File: config.mk
export PLATFORM = sky130hd
export DESIGN_NAME = run_sequencer
export DESIGN_NICKNAME = d
export VERILOG_FILES = /design/src/rtl/run_sequencer.sv
export SDC_FILE = /design/constraint.sdc
export NUM_CORES = 1
export LEC_CHECK = 0
export ABC_AREA = 0
export BUFFER_PORTS_ARGS = -buffer_cell sky130_fd_sc_hd__buf_2
export CORE_MARGIN = 2
export CORE_UTILIZATION = 23
export DETAILED_ROUTE_END_ITERATION = 16
export PLACE_DENSITY = 0.38
export SYNTH_ARGS = -nofsm -noshare
export SYNTH_HDL_FRONTEND = slang
export SYNTH_SLANG_ARGS = --single-unit
File: constraint.sdc
create_clock -name CLK -period 3.9 [get_ports CLK]
set_clock_uncertainty 0.1 [all_clocks]
set_input_delay 0.39 -clock CLK [delete_from_list [all_inputs] [get_ports CLK]]
set_output_delay 0.39 -clock CLK [all_outputs]
set_load 0.02 [all_outputs]
File: src/rtl/run_sequencer.sv
// run_sequencer: run-control sequencer for the single-cycle CPU.
// Turns the front-panel buttons and the speed switch into a one-cycle
// instruction-commit enable, and enforces syscall halt, a PC breakpoint
// and a saturating committed-instruction counter.
// Ports:
//   CLK, RST                    clock, asynchronous active-low reset
//   run, pause, Continue, step  raw buttons (synchronized + debounced)
//   adjust                      speed select (synchronized level)
//   STOP                        halt request for the current instruction
//   bp_en, bp_addr, PC          breakpoint enable, breakpoint PC, current PC
//   cpu_en                      one-cycle commit enable
//   state                       00 IDLE, 01 RUN, 10 PAUSE, 11 HALT
//   halted, bp_hit              HALT flag, paused-at-breakpoint flag
//   cycles                      committed-instruction count (saturating)
module run_sequencer #(
  parameter logic [19:0] DEB_CYC  = 20'd1000000,
  parameter logic [25:0] SLOW_DIV = 26'd50000000,
  parameter logic [25:0] FAST_DIV = 26'd5000000
) (
  input  logic        CLK,
  input  logic        RST,
  input  logic        run,
  input  logic        pause,
  input  logic        Continue,
  input  logic        step,
  input  logic        adjust,
  input  logic        STOP,
  input  logic        bp_en,
  input  logic [31:0] bp_addr,
  input  logic [31:0] PC,
  output logic        cpu_en,
  output logic [1:0]  state,
  output logic        halted,
  output logic        bp_hit,
  output logic [31:0] cycles
);

  localparam int unsigned DEB_W = 20;
  localparam int unsigned DIV_W = 26;
  localparam int unsigned CNT_W = 32;
  localparam int unsigned BTN_N = 4;
  // Button bit positions, also the event priority order (lowest index wins).
  localparam int unsigned B_PAUSE = 0;
  localparam int unsigned B_CONT  = 1;
  localparam int unsigned B_RUN   = 2;
  localparam int unsigned B_STEP  = 3;

  typedef enum logic [1:0] {
    ST_IDLE  = 2'b00,
    ST_RUN   = 2'b01,
    ST_PAUSE = 2'b10,
    ST_HALT  = 2'b11
  } state_t;

  state_t             state_q;
  logic [BTN_N-1:0]   btn_raw_c;
  logic [BTN_N-1:0]   sync1;
  logic [BTN_N-1:0]   sync2;
  logic [BTN_N-1:0]   stable;
  logic [BTN_N-1:0]   stable_d;
  logic [DEB_W-1:0]   deb_cnt [BTN_N];
  logic               adj_s1;
  logic               adj_s2;
  logic [DIV_W-1:0]   pcnt;
  logic               skip;

  logic [BTN_N-1:0]   rise_c;
  logic               ev_pause_c;
  logic               ev_cont_c;
  logic               ev_run_c;
  logic               ev_step_c;
  logic [DIV_W-1:0]   lim_c;
  logic               tick_c;
  logic               bp_match_c;

  assign btn_raw_c = {step, run, Continue, pause};
  assign state     = state_q;

  // Single-cycle events from rising accepted levels, priority-resolved.
  assign rise_c     = stable & ~stable_d;
  assign ev_pause_c = rise_c[B_PAUSE];
  assign ev_cont_c  = rise_c[B_CONT] & ~rise_c[B_PAUSE];
  assign ev_run_c   = rise_c[B_RUN] & ~rise_c[B_CONT] & ~rise_c[B_PAUSE];
  assign ev_step_c  = rise_c[B_STEP] & ~rise_c[B_RUN] & ~rise_c[B_CONT] & ~rise_c[B_PAUSE];

  // Compare >= so a shrinking limit after a speed change still ticks and wraps.
  assign lim_c      = adj_s2 ? FAST_DIV : SLOW_DIV;
  assign tick_c     = (pcnt >= (lim_c - DIV_W'(1)));
  assign bp_match_c = bp_en && (PC == bp_addr);

  // Synchronizers and per-button debouncers.
  always_ff @(posedge CLK or negedge RST) begin
    if (!RST) begin
      sync1    <= '0;
      sync2    <= '0;
      stable   <= '0;
      stable_d <= '0;
      adj_s1   <= 1'b0;
      adj_s2   <= 1'b0;
      for (int i = 0; i < int'(BTN_N); i++) deb_cnt[i] <= '0;
    end else begin
      sync1    <= btn_raw_c;
      sync2    <= sync1;
      stable_d <= stable;
      adj_s1   <= adjust;
      adj_s2   <= adj_s1;
      for (int i = 0; i < int'(BTN_N); i++) begin
        if (sync2[i] != stable[i]) begin
          if (deb_cnt[i] == (DEB_CYC - DEB_W'(1))) begin
            stable[i]  <= sync2[i];
            deb_cnt[i] <= '0;
          end else begin
            deb_cnt[i] <= deb_cnt[i] + DEB_W'(1);
          end
        end else begin
          deb_cnt[i] <= '0;
        end
      end
    end
  end

  // Run-control FSM, prescaler, skip flag and commit counter.
  always_ff @(posedge CLK or negedge RST) begin
    if (!RST) begin
      state_q <= ST_IDLE;
      cpu_en  <= 1'b0;
      halted  <= 1'b0;
      bp_hit  <= 1'b0;
      cycles  <= '0;
      pcnt    <= '0;
      skip    <= 1'b0;
    end else begin
      cpu_en <= 1'b0;
      pcnt   <= tick_c ? '0 : pcnt + DIV_W'(1);
      if (cpu_en && (cycles != '1)) cycles <= cycles + CNT_W'(1);

      case (state_q)
        ST_IDLE: begin
          if (ev_run_c) begin
            state_q <= ST_RUN;
            pcnt    <= '0;
          end else if (ev_step_c) begin
            if (STOP) begin
              state_q <= ST_HALT;
              halted  <= 1'b1;
            end else begin
              cpu_en <= 1'b1;
              skip   <= 1'b0;
            end
          end
        end
        ST_RUN: begin
          if (ev_pause_c) begin
            state_q <= ST_PAUSE;
          end else if (tick_c) begin
            if (STOP) begin
              state_q <= ST_HALT;
              halted  <= 1'b1;
            end else if (bp_match_c && !skip) begin
              state_q <= ST_PAUSE;
              bp_hit  <= 1'b1;
            end else if (!cpu_en) begin
              // Guard keeps commits non-adjacent even with a 1-cycle limit.
              cpu_en <= 1'b1;
              skip   <= 1'b0;
            end
          end
        end
        ST_PAUSE: begin
          if (ev_cont_c || ev_run_c) begin
            // skip lets the instruction at the breakpoint PC commit once.
            state_q <= ST_RUN;
            skip    <= 1'b1;
            bp_hit  <= 1'b0;
            pcnt    <= '0;
          end else if (ev_step_c) begin
            if (STOP) begin
              state_q <= ST_HALT;
              halted  <= 1'b1;
              bp_hit  <= 1'b0;
            end else begin
              cpu_en <= 1'b1;
              skip   <= 1'b0;
            end
          end
        end
        ST_HALT: begin
          state_q <= ST_HALT;
        end
        default: begin
          state_q <= ST_IDLE;
        end
      endcase
    end
  end

endmodule

After elaboration in Yosys (flattened, before gate mapping)
Cells that the tools add are included.

$add $sub $neg: 7. $mul: 0. Div/mod/pow operators: 0. $lt $le $gt $ge: 1. Eq/ne operators: 25. Shifts and indexed selects: 0. Muxes and demuxes: 57. Bitwise logic cells: 11. Reductions and logical operators: 16.

Operators by type and width (count): two-way mux 20 bit (8); two-way mux 26 bit (4); adder 20 x 1 -> 20 bit, second input constant (4); equality test 20 bit, second input constant (4); case mux 26 bit (2 select lines) (1); adder 32 x 1 -> 32 bit, second input constant (1); equality test 32 bit (1); inequality test 32 bit, second input constant (1); two-way mux 1 bit (31); adder 26 x 1 -> 26 bit, second input constant (1); greater-or-equal comparator 26 bit (1); subtractor 26 x 1 -> 26 bit, second input constant (1); two-way mux 2 bit (8); inequality test 2 bit, second input constant (8); AND reduction 7 bit (2); AND reduction 2 bit (5); inequality test 3 bit, second input constant (3); case mux 1 bit (3 select lines) (3); case mux 2 bit (4 select lines) (1); AND 1 bit (6); AND reduction 5 bit (1); AND 4 bit (1); equality test 2 bit, second input constant (2); inequality test 1 bit (4); 11 further kinds (15).

Bits in registers: 162. Bits in latches: 0. Bits in writable memories: 0. Bits in read-only memories: 0. Input port bits: 73. Output and inout port bits: 37. Memories: 0.

Longest topological paths before layout
Depth in word-level cells: 9. Depth in mapped cells: 10. Depth with buffers taken out: 9.

Worst setup path before layout
Ideal clock, no wire load.

Path type: reg-to-reg. Start point: reg adj_s2. End point: reg pcnt[14]. Setup time: 121 ps. Arrival: 2106 ps. Data required time: 3679 ps. Path slack: 1573 ps. Stages on the path, launching flop included: 11. Path through: dfrtp_1 -> inv_1 -> ha_1 -> nand4_1 -> nor3_1 -> o21ai_0 -> o211ai_1 -> a21o_1 -> clkbuf_1 -> buf_2 -> nor2_1.

Word-level cells in the longest chain between the ends: 6. Elaborated cells between the ends (all ways): 7. Classes of those cells: add/sub (1); order compare (1); mux (5).

RTL lines: from (decl) (line 63) `logic adj_s2;`; from (signal assigned) (line 106) `adj_s2 <= adj_s1;`; two-way mux 26 bit * (line 87) `assign lim_c = adj_s2 ? FAST_DIV : SLOW_DIV;`; subtractor 26 x 1 -> 26 bit * (line 88) `assign tick_c = (pcnt >= (lim_c - DIV_W'(1)));`; greater-or-equal comparator 26 bit * (line 88); two-way mux 26 bit * (line 134) `pcnt <= tick_c ? '0 : pcnt + DIV_W'(1);`; two-way mux 26 bit, on equally long branches (line 170, 139); case mux 26 bit (2 select lines) * (line 137) `case (state_q)`; to (signal assigned) (line 134); to (decl) (line 64) `logic [DIV_W-1:0] pcnt;`.

Mark *: on every way between the ends. The rest lies on a longest branch, timed or not. A chain may end at the register's enable or synchronous reset.

Final worst setup path
Start point: reg adj_s2. End point: reg state_q[0], in the netlist state[0].

Word-level cells in the longest chain between the ends: 5.

RTL lines: two-way mux 26 bit (line 87); subtractor 26 x 1 -> 26 bit (line 88); greater-or-equal comparator 26 bit (line 88); inequality test 3 bit (no line); AND reduction 2 bit (no line); to (signal assigned) (line 125) `state_q <= ST_IDLE;`; to (signal assigned) (line 140) `state_q <= ST_RUN;`; to (signal assigned) (line 144) `state_q <= ST_HALT;`; to (decl) (line 55) `state_t state_q;`.

No other way between the ends.

==> parameters.txt <==
Parameter                              Value

Drt
  Post-route DRC violation count ... 0
  Number of vias in the routed layout ... approximately 6200
  Total wirelength of the detailed-routed design ... 19600 um
  Detailed-route wire length per cell ... 13.7 um
  Pre-antenna DRT Iters ... 5
  Final antenna-violating net count ... 0
  Starting DRC count in detailed routing ... around 220
  Via-to-Cell Ratio ... 4.33

Layout
  FILL cells ... 3721
  Final net count ... 1055
  Total inserted antenna cells ... 0
  Most common cell after layout, fill and taps aside ... sky130_fd_sc_hd__dfrtp_1
  Layout Cells excl Fill ... 1433
  Share of final-layout standard cells stronger than drive strength 1 ... 16.8%
  Post-route cell area ... 10000 um^2
  Signed area change from the synthesized netlist to the final layout ... 21.0%
  Commonest cells after routing, fill and taps aside ... sky130_fd_sc_hd__dfrtp_1, sky130_fd_sc_hd__nor2_1, sky130_fd_sc_hd__buf_2
  Utilization after layout ... 28.2%

Timing
  Slew at the pin closest to its max-slew limit ... roughly 870 ps
  Relative slew slack ... 42.1%
  Hold Worst Slack ... around 240 ps
  Final critical delay including setup and external delays ... 2780 ps
  RSZ-0062 raised after global routing ... no
  Setup violations, final ... 0
  Total count of hold-check failures in the final report ... 0
  Worst-case setup margin in the final layout ... 1120 ps
  Post-route fraction of the period consumed by the critical path ... 71.2%
  Fin Setup TNS ... 0 ps
  Fmax ... 360 MHz
  Number of pins with negative max-slew slack in the final report ... 0

Worst setup path
  Critical path origin ... adj_s2
  Destination of the critical timing path ... state[0]
  Worst Path Required ... around 4200 ps
  Cells on worst reg2reg path ... 9
  Category of the worst setup path capture point ... flop
  Biggest fanout along the worst timing path ... 10
  Crit path kind ... flop to flop
  Endpoint of the most critical register-to-register path ... state[0]
  Worst R2R Start ... adj_s2
  Worst reg2reg setup slack ... 1120 ps
  Startpoint Class ... flop
  Worst path arrival time ... approximately 3100 ps

Yosys
  Flip-flop and latch count after synthesis ... 162
  Net Count, Synth ... 935
  Primary FF master, synth ... sky130_fd_sc_hd__dfrtp_1
  Number of standard cells after synthesis ... 839
  Count of different cell masters after synthesis ... 52
  Sequential fraction of the synthesis area ... 49.0%
  Largest cells by area after synthesis ... sky130_fd_sc_hd__dfrtp_1, sky130_fd_sc_hd__xnor2_1, sky130_fd_sc_hd__xor2_1
  Share of the synthesized area in the top cell type ... between 40% and 50%
  Share of flip-flops with an asynchronous set or reset after synthesis ... 100%
  Synth Warn # ... 0
  Synth Cell Area ... approximately 8300 um^2
  Number of enable-type register cells in the synthesized netlist ... 0
  Leading area contributor after synthesis ... sky130_fd_sc_hd__dfrtp_1
  Avg Inst Size Synth ... between 9 and 10 um^2

Place
  Final GP Congestion ... 0.807
  Placed wire-length estimate ... around 14000 um
  Placed instance count ... 1395
  Post-Place Cell Area ... around 9400 um^2
  Setup slack after placement ... approximately 1100 ps
  Number of port buffers ... 109

Die
  I/O pins ... 110
  Overall die height ... 194 um
  Die area ... between 30000 and 40000 um^2
  Horizontal extent of the die ... 194 um
  Initial Utilization ... 23.3%
  Floorplan core area ... 35500 um^2
  Core Rows ... 69

Clock network
  CTS buffer count ... 17
  Number of sinks on the clock net ... 162
  Cells resized by post-CTS repair ... 0
  Skew-Pair Late Insertion Delay ... 430 ps
  CTS max path bufs ... 2
  H-tree depth reported by CTS ... 4
  TritonCTS clock tree ... yes
  Post-CTS clock slew at the launch and capture registers of the worst setup and hold paths ... about 70 ps
  Clock root buffer ... sky130_fd_sc_hd__clkbuf_16

GRT
  Overall fraction of global-route tracks in use ... 10.9%
  Via count of the first global-routing pass ... around 6500
  Overflow left after global routing ... 0
  Wire length of the first global-routing pass ... 33500 um
  Antenna violations before repair ... 0
  Largest net degree at the start of global routing ... 90

Power
  Worst vdd ir ... roughly 0.00018 V
  Power consumption ... approximately 3.6 mW
  Power per unit of standard cell area ... 359 nW/um^2
  Lkg Pwr ... 4.53 nW

Flow run
  Max-cap violations ... 0

Min path
  Worst min-delay path category ... primary input to flop

Status
  Outcome ... complete, no violations
cell usage after synthesis (2+ instances only):
master and instances:
sky130_fd_sc_hd__a21o_1 2, sky130_fd_sc_hd__a21oi_1 9, sky130_fd_sc_hd__a22oi_1 3, sky130_fd_sc_hd__a31oi_1 5
sky130_fd_sc_hd__and2_1 4, sky130_fd_sc_hd__and3_1 33, sky130_fd_sc_hd__and4_1 7, sky130_fd_sc_hd__and4_4 2
sky130_fd_sc_hd__buf_2 4, sky130_fd_sc_hd__clkbuf_1 12, sky130_fd_sc_hd__dfrtp_1 162, sky130_fd_sc_hd__ha_1 23
sky130_fd_sc_hd__inv_1 18, sky130_fd_sc_hd__mux2_2 5, sky130_fd_sc_hd__nand2_1 57, sky130_fd_sc_hd__nand2b_1 5
sky130_fd_sc_hd__nand3_1 55, sky130_fd_sc_hd__nand3_2 2, sky130_fd_sc_hd__nand3b_1 2, sky130_fd_sc_hd__nand4_1 32
sky130_fd_sc_hd__nand4b_1 4, sky130_fd_sc_hd__nor2_1 143, sky130_fd_sc_hd__nor2b_1 11, sky130_fd_sc_hd__nor3_1 15
sky130_fd_sc_hd__nor3b_1 4, sky130_fd_sc_hd__nor4_1 11, sky130_fd_sc_hd__nor4b_1 2, sky130_fd_sc_hd__o211ai_1 2
sky130_fd_sc_hd__o21a_1 5, sky130_fd_sc_hd__o21ai_0 14, sky130_fd_sc_hd__o21bai_1 2, sky130_fd_sc_hd__o22ai_1 2
sky130_fd_sc_hd__or2_2 6, sky130_fd_sc_hd__or3_1 3, sky130_fd_sc_hd__xnor2_1 84, sky130_fd_sc_hd__xor2_1 73
worst min-delay path by stage:
| stage | startpoint | to | slack, ps | cells past startpoint |
|---|---|---|---|---|
| final | STOP | halted | 240 | 3 |
| after global routing | STOP | halted | 230 | 3 |
| after CTS | STOP | halted | 220 | 3 |
| after detailed placement | sync1[1] | sync2[1] | 230 | 0 |
| after global placement | sync1[2] | sync2[2] | 230 | 0 |
| after floorplan | RST | adj_s1 | -6 | 0 |
per-layer routing:
metal | part of all wire, % | up-vias | wire, um | global-route usage [%]
li1 | - | 3120 | - | -
met1 | 49 | 2959 | 9580 | 14.4
met2 | 46 | 112 | 9050 | 17.6
met3 | 3.4 | 18 | 659 | 2.28
met4 | 1.7 | 0 | 342 | 3.82
met5 | 0 | - | 0 | 0
sequential cells by signal, indices dropped and copies added, names as in the netlist:
| name | cells |
|---|---|
| halted | 1 |
| stable | 4 |
| state | 2 |
| cycles | 32 |
| adj_s1 | 1 |
| pcnt | 26 |
| stable_d | 4 |
| cpu_en | 1 |
| sync2 | 4 |
| deb_cnt | 80 |
| adj_s2 | 1 |
| skip | 1 |
| bp_hit | 1 |
| sync1 | 4 |
final cells by class:
type                            count  area, um^2  share of cell area (%)
Sequential cell                   162        4050                    40.5
Timing Repair Buffer              119         654                    6.53
Tap cell                          461         577                    5.76
Clock inverter                     15         160                    1.60
Multi-Input combinational cell    641        4080                    40.7
Inverter                           18        67.6                   0.675
Clock buffer                       17         425                    4.25
cells by family after synthesis:
family / synth area share, %
mux: 0.680
simple gates: 24.3
buf+inv: 1.78
flops: 49.0
compound gates: 4.16
fa+ha+maj: 3.48
xor+xnor: 16.6
worst max-delay path, stage by stage, from the launching register on:
cell                       delay, ps
sky130_fd_sc_hd__dfrtp_1         580
sky130_fd_sc_hd__inv_1           180
sky130_fd_sc_hd__ha_1            310
sky130_fd_sc_hd__nand4_1         110
sky130_fd_sc_hd__nor3_1          170
sky130_fd_sc_hd__o21ai_0         100
sky130_fd_sc_hd__o211ai_1        370
sky130_fd_sc_hd__o21ai_0         270
sky130_fd_sc_hd__a221oi_1        380
sky130_fd_sc_hd__a31o_1          140
what timing repair did:
action / in CTS / in global routing
buffers inserted: 0 / 0
hold buffers: 6 / 0
hold endpoints to repair: 78 / 0
where the power goes:
| part | internal, mW | switching [mW] | total, mW |
|---|---|---|---|
| sequential | 1.69 | 0.0137 | 1.71 |
| clock | 0.911 | 0.787 | 1.70 |
| combinational | 0.0743 | 0.112 | 0.187 |
Power figures use the tool's default switching activity.
